==> src/rtl/sum_link_pkg.sv <==
// Shared types and helpers for the inter-core partial-sum exchange link.
package sum_link_pkg;

    localparam int unsigned BW      = 8;
    localparam int unsigned BW_PSUM = 2 * BW + 4;
    localparam int unsigned SUM_W   = BW_PSUM + 4;

    typedef logic [SUM_W-1:0] sum_word_t;

    function automatic int unsigned ptr_w(input int unsigned depth);
        return (depth > 1) ? $clog2(depth) : 1;
    endfunction

endpackage

==> src/rtl/sum_sync_fifo.sv <==
// Show-ahead synchronous FIFO: head entry is always visible on rdata_o.
module sum_sync_fifo
    import sum_link_pkg::*;
#(
    parameter int unsigned Width = SUM_W,
    parameter int unsigned Depth = 4,
    parameter int unsigned PtrW  = ptr_w(Depth)
) (
    input  logic             clk,
    input  logic             reset,
    input  logic             push_i,
    input  logic [Width-1:0] wdata_i,
    input  logic             pop_i,
    output logic [Width-1:0] rdata_o,
    output logic             full_o,
    output logic             empty_o,
    output logic [PtrW:0]    count_o
);

    logic [Width-1:0] mem_q [Depth];
    logic [PtrW-1:0]  wr_ptr_q, wr_ptr_d;
    logic [PtrW-1:0]  rd_ptr_q, rd_ptr_d;
    logic [PtrW:0]    count_q, count_d;
    logic             do_push, do_pop;

    assign full_o  = (count_q == (PtrW + 1)'(Depth));
    assign empty_o = (count_q == '0);
    assign count_o = count_q;
    assign rdata_o = mem_q[rd_ptr_q];

    // A push while full is dropped even when a pop frees a slot this cycle.
    assign do_push = push_i && !full_o;
    assign do_pop  = pop_i && !empty_o;

    always_comb begin
        wr_ptr_d = wr_ptr_q;
        rd_ptr_d = rd_ptr_q;
        count_d  = count_q;
        if (do_push) begin
            wr_ptr_d = wr_ptr_q + PtrW'(1);
        end
        if (do_pop) begin
            rd_ptr_d = rd_ptr_q + PtrW'(1);
        end
        unique case ({do_push, do_pop})
            2'b10:   count_d = count_q + (PtrW + 1)'(1);
            2'b01:   count_d = count_q - (PtrW + 1)'(1);
            default: count_d = count_q;
        endcase
    end

    always_ff @(posedge clk or posedge reset) begin
        if (reset) begin
            wr_ptr_q <= '0;
            rd_ptr_q <= '0;
            count_q  <= '0;
            for (int i = 0; i < int'(Depth); i++) begin
                mem_q[i] <= '0;
            end
        end else begin
            wr_ptr_q <= wr_ptr_d;
            rd_ptr_q <= rd_ptr_d;
            count_q  <= count_d;
            if (do_push) begin
                mem_q[wr_ptr_q] <= wdata_i;
            end
        end
    end

endmodule

==> src/rtl/sum_link_peer.sv <==
// Peer endpoint of the partial-sum link: TX FIFO drained by the core, RX register fed by it.
// Optional sticky error flags are built when SUM_LINK_PEER_ERR_EN is defined.
module sum_link_peer
    import sum_link_pkg::*;
#(
    parameter int unsigned bw      = 8,
    parameter int unsigned bw_psum = 2 * bw + 4,
    parameter int unsigned DEPTH   = 4
) (
    input  logic                 clk,
    input  logic                 reset,
    input  logic [bw_psum+3:0]   loc_sum,
    input  logic                 loc_wr,
    output logic                 loc_full,
    output logic [bw_psum+3:0]   sum_out,
    output logic                 sum_out_vld,
    input  logic                 ext_rd_in,
    input  logic [bw_psum+3:0]   sum_in,
    input  logic                 sum_rd_vld,
    output logic                 ext_rd_out,
    output logic [bw_psum+3:0]   rx_sum,
    output logic                 rx_vld,
`ifdef SUM_LINK_PEER_ERR_EN
    output logic                 err_ovf,
    output logic                 err_udf,
`endif
    input  logic                 rx_ready
);

    localparam int unsigned W    = bw_psum + 4;
    localparam int unsigned PtrW = ptr_w(DEPTH);

    logic [PtrW:0] tx_count;
    logic          tx_empty;

    sum_sync_fifo #(
        .Width (W),
        .Depth (DEPTH),
        .PtrW  (PtrW)
    ) u_tx_fifo (
        .clk     (clk),
        .reset   (reset),
        .push_i  (loc_wr),
        .wdata_i (loc_sum),
        .pop_i   (ext_rd_in),
        .rdata_o (sum_out),
        .full_o  (loc_full),
        .empty_o (tx_empty),
        .count_o (tx_count)
    );

    assign sum_out_vld = !tx_empty;

    logic [W-1:0] rx_sum_q, rx_sum_d;
    logic         rx_vld_q, rx_vld_d;

    // Gated by reset so the core never sees a pop while the endpoint is held in reset.
    assign ext_rd_out = sum_rd_vld && (!rx_vld_q || rx_ready) && !reset;

    always_comb begin
        rx_sum_d = rx_sum_q;
        rx_vld_d = rx_vld_q;
        if (ext_rd_out) begin
            rx_sum_d = sum_in;
            rx_vld_d = 1'b1;
        end else if (rx_vld_q && rx_ready) begin
            rx_vld_d = 1'b0;
        end
    end

    always_ff @(posedge clk or posedge reset) begin
        if (reset) begin
            rx_sum_q <= '0;
            rx_vld_q <= 1'b0;
        end else begin
            rx_sum_q <= rx_sum_d;
            rx_vld_q <= rx_vld_d;
        end
    end

    assign rx_sum = rx_sum_q;
    assign rx_vld = rx_vld_q;

`ifdef SUM_LINK_PEER_ERR_EN
    logic err_ovf_q, err_udf_q;

    always_ff @(posedge clk or posedge reset) begin
        if (reset) begin
            err_ovf_q <= 1'b0;
            err_udf_q <= 1'b0;
        end else begin
            if (loc_wr && loc_full) begin
                err_ovf_q <= 1'b1;
            end
            if (ext_rd_in && !sum_out_vld) begin
                err_udf_q <= 1'b1;
            end
        end
    end

    assign err_ovf = err_ovf_q;
    assign err_udf = err_udf_q;
`endif

endmodule
==> config.mk <==
export PLATFORM = sky130hd
export DESIGN_NAME = sum_link_peer
export DESIGN_NICKNAME = d
export VERILOG_FILES = /design/src/rtl/sum_link_pkg.sv /design/src/rtl/sum_sync_fifo.sv /design/src/rtl/sum_link_peer.sv
export SDC_FILE = /design/constraint.sdc
export NUM_CORES = 1
export LEC_CHECK = 0
export CORE_MARGIN = 1.5
export CORE_UTILIZATION = 58
export CTS_BUF_LIST = sky130_fd_sc_hd__clkbuf_8
export DETAILED_ROUTE_END_ITERATION = 12
export PLACE_DENSITY = 0.9
export SLEW_MARGIN = 10
export SYNTH_ARGS = -nofsm -noshare
export SYNTH_HDL_FRONTEND = slang
export SYNTH_SLANG_ARGS = --single-unit
==> constraint.sdc <==
create_clock -name clk -period 7.9 [get_ports clk]
set_input_delay 1.185 -clock clk [delete_from_list [all_inputs] [get_ports clk]]
set_output_delay 1.185 -clock clk [all_outputs]
set_load 0.03 [all_outputs]
# Yosys cells after proc, flatten, opt, wreduce, memory -nomap -nowiden
# Index checks and enable logic that the tools add are counted.
totals:
  output_inout_bits: 52
  in_bits: 54
  elab_cells: 44
  regBits: 128
op_classes:
  bitwise_logic: 2
  reduce_logical: 14
  add_sub_neg: 4
  n_eq_ne: 3
  n_lt_le_gt_ge: 3
  mux: 9
ops:
  columns: ["cell", "count"]
  rows:
  - ["$bwmux 96", 1]
  - ["$mux 24", 3]
  - ["$bmux 24 s2", 1]
  - ["$demux 24 s2", 1]
  - ["$ge 3x3->1 const B", 2]
  - ["$logic_and 1x1->1", 6]
  - ["$not 2->3", 2]
  - ["$pmux 3 s2", 1]
  - ["$add 2x1->2 const B", 2]
  - ["$logic_not 1->1", 4]
  - ["$reduce_bool 2->1", 2]
  - ["$add 3x1->3 const B", 1]
  - ["$eq 3x3->1 const B", 1]
  - ["$logic_not 3->1", 1]
  - ["$lt 3x1->1 const B", 1]
  - ["$sub 3x1->3 const B", 1]
  - ["$eq 2x1->1 const B", 1]
  - ["$eq 2x2->1 const B", 1]
  - ["$mux 1", 2]
  - ["$logic_or 1x1->1", 1]

# Longest topological paths before layout
depth:
  word_depth: 6
  ltp_mapped: 8
  depth_no_buf: 8

# By module
# Synthesis repeated with hierarchy kept, for this count alone.
unflattened:
  cells_unflattened: 329
  area_unflattened_um2: 5550.3
modules_own_cells:
  columns: ["mod", "seq_area_each_um2", "area_each_um2", "instances", "cells_per_inst"]
  rows:
  - ["sum_sync_fifo", 2577.5, 4581.9, 1, 271]
  - ["sum_link_peer", 625.6, 968.4, 1, 58]

# Worst setup path before layout
# OpenSTA, ideal clock, no wires.
synth_timing:
  kind: "input -> output"
  start: "input reset"
  end: "output ext_rd_out"
  n_path_buf: 1
  stages: 3
  required_time_ns: 6.715
  path_slack_ns: 4.807
  arrival_time_ns: 1.908
  path_cell_list: "nand2b_1 > a21oi_2 > buf_2"
synth_via:
  elab_chain_cells: 2
synth_rtl:
  columns: ["item", "line", "source"]
  rows:
  - ["start: declaration", "sum_link_peer.sv:11", "input logic reset,"]
  - ["$logic_not 1->1 (no source line)", null, null]
  - ["$logic_and 1x1->1", "sum_link_peer.sv:58", "assign ext_rd_out = sum_rd_vld && (!rx_vld_q || rx_ready) && !reset;"]
  - ["end: declaration", "sum_link_peer.sv:20", "output logic ext_rd_out,"]
# Every way passes these cells.

# Worst setup path in the final report
# Ends and elaborated chain as after synthesis.

==> impl_results.md <==
- Status: complete, no violations
- Routed vias: 3,130
- CTS tree: built
- Syn Area/Cell: 16.89 um2
- Pwr Density: 450.7 nW/um2
- Total iterations of the first detailed-routing run: 4
- Hold Fails Final Rpt: 0
- Die Y: 100.6 um
- H-tree Lvls: 4
- Final slew viol count: 0
- CTS clk-pin slew, worst paths: 0.08 ns
- Most frequent cell after synthesis: dfrtp_1
- DIE AREA: 10,110 um2
- Initial antenna violation count: 0
- HPWL Detailed: 7.109 mm
- Initial drt markers: 105
- CP Class: input pin to output pin
- Vias in the first global route: 3,494
- Final setup TNS: 0 ns
- DR vias/cell: 5.360
- Detail Route Antenna Nets: 0
- Synthesized area: 5522 um2
- R2R cell count: 8
- CTS Buffer Depth: 2
- Setup Skew: 0.01240 ns
- # nets final: 502
- Overflow after GRT: 0
- Starting Density: 59.76%
- WP data required: 6.71 ns
- Worst VDD drop: 0.2892 mV
- Finished Layout Cells: 584
- Worst path arrival time: 3.01 ns
- Top Ports: 106
- Top_reg_cell synth: dfrtp_1
- GRT Total Usage: 22.79%
- Share of layout cells above drive strength 1: 42.20%
- Max Clk Rate: 238.2 MHz
- Max-cap viol count: 0
- Crit end category: output pin
- CTS Sinks: 128
- Fin crit share: 53.15%
- Syn Inst Count: 327
- Critical path startpoint category: input pin
- First-pass GRT wire length: 17.11 mm
- Slew at the pin closest to its max-slew limit: 0.8720 ns
- Syn_nets: 387
- Latest clock arrival within the worst-skew pair: 0.42 ns
- Peak fanout along the critical path: 25
- Wirelength, routed: 10.54 mm
- Final Wtd Congestion: 0.7067
- Port bufs: 105
- CTS root buf: clkbuf_8
- Slew headroom: 41.86%
- Final Instance Area: 7098 um2
- Post_cts resized: 0
- Unrepaired setup endpoints after global routing: no
- Hold_buf cts: 0
- Post-synth EDFFs: 0
- Core Box Area: 9240 um2
- Util after Layout: 76.82%
- P_leak: 2.933 nW
- Area Overhead vs Synth: 28.55%
- Setup ws final: 3.701 ns
- Site Rows: 35
- Placed insts: 552
- Hold depth: 1
- Fin crit period: 4.199 ns
- Final number of setup-violating endpoints: 0
- Horiz. Die Dim: 100.6 um
- CTS Buf Count: 17
- Yosys cell types: 21
- Async set-reset flop share out of synthesis: 100.0%
- Post-DP Area: 6658 um2
- Yosys warns: 0
- Largest net degree at the start of global routing: 72
- Post-synth top area share: 58.01%
- Seq/Total Area, Yosys: 58.01%
- Synth area leaders: dfrtp_1, mux2_2, mux4_2
- Pre-CTS setup slack: 3.704 ns
- Post-synth top area cell: dfrtp_1
- Antenna diodes: 0
- DRC Markers: 0
- Post-CTS Setup Bufs: 0
- Wire per inst: 18.05 um
- Fillers: 571
- Synthesized flop and latch total: 128
- Most frequent cells after synthesis: dfrtp_1, mux2_2, mux4_2, buf_6, inv_1
- HP Class: flop to flop
[placed cells by master (no fill, tap or decap), types with 3 or more instances in the layout]
cell             Yosys  routed
buf_4                1       7
nor2_2               4       4
mux2_2             121     121
xor2_1               3       3
xnor2_1              3       3
mux4_2              24      24
inv_1                8       7
clkbuf_8             0      17
nand2_1              5       5
dfrtp_1            128     127
inv_6                0       5
ha_1                 5       5
clkdlybuf4s50_1      0     105
bufinv_16            0       4
[sequential cells by signal (all words and copies together), names as in the netlist]
| signal | cells |
|---|---|
| rx_sum | 24 |
| u_tx_fifo.count_o | 3 |
| rx_vld | 1 |
| u_tx_fifo.mem_q | 96 |
| u_tx_fifo.rd_ptr_q | 2 |
| u_tx_fifo.wr_ptr_q | 2 |
[metal layers]
| layer | part of all wire (%) | wire length (um) | global-route usage [%] |
|---|---|---|---|
| met1 | 41 | 4355 | 27.47 |
| met4 | 0.72 | 76 | 8.126 |
| met2 | 54 | 5727 | 39.35 |
| met5 | 0 | 0 | 0 |
| met3 | 3.6 | 380 | 6.588 |
[area by class of cell]
type | count | area (um2) | share of cell area (%)
tap | 129 | 161.4 | 2.274
inverter | 8 | 32.53 | 0.4583
clock buffer | 17 | 234.0 | 3.296
sequential | 128 | 3204 | 45.14
multi-input combinational | 175 | 2156 | 30.37
timing repair buffer | 112 | 1104 | 15.55
clock inverter | 15 | 206.4 | 2.909
[path summary, 6_finish.rpt]
path	from	end	slack, ns
min in group asynchronous	reset	rx_sum[18]$_DFFE_PP0P_	1.25
max	reset	ext_rd_out	3.70
max reg2reg	u_tx_fifo.count_o[0]$_DFFE_PP0P_	u_tx_fifo.count_o[2]$_DFFE_PP0P_	5.71
max in group asynchronous	reset	u_tx_fifo.rd_ptr_q[0]$_DFFE_PP0P_	5.26
min	u_tx_fifo.mem_q[4]$_DFFE_PP0P_	u_tx_fifo.mem_q[4]$_DFFE_PP0P_	0.51
min reg2reg	u_tx_fifo.mem_q[4]$_DFFE_PP0P_	u_tx_fifo.mem_q[4]$_DFFE_PP0P_	0.51
[critical path, cell delays in order]
cell and delay (ns):
clkdlybuf4s50_1 0.46, nand2b_1 0.20, a21oi_2 0.11, buf_4 0.32, clkdlybuf4s50_1 0.74
[power by group]
| group | switching [W] | leakage [nW] | internal [W] |
|---|---|---|---|
| clock | 0.000267 | 0.218 | 0.000349 |
| combinational | 0.000644 | 1.20 | 0.000783 |
| sequential | 0.000204 | 1.51 | 0.000952 |
| total | 0.00112 | 2.93 | 0.00208 |
[logic make-up after synthesis]
kind of cell	after synthesis	synth area share (%)
multiplexers	146	34.65
flip-flops	128	58.01
buffers and inverters	24	2.946
AND/OR/NAND/NOR	14	1.541
XOR/XNOR	6	0.9519
adder cells (fa/ha/maj)	6	1.496
AO/OA/AOI/OAI	3	0.4079
[per-stage QoR]
step / power [W] / hold WS [ns]
6_report: 0.003199 / 0.5062
3_5_place_dp: 0.002606 / 0.4907
2_1_floorplan: 0.002136 / 0.4751
5_1_grt: 0.003358 / 0.5146
3_3_place_gp: 0.002547 / 0.4832
4_1_cts: 0.003236 / 0.5088
Power figures use the tool's default switching activity.
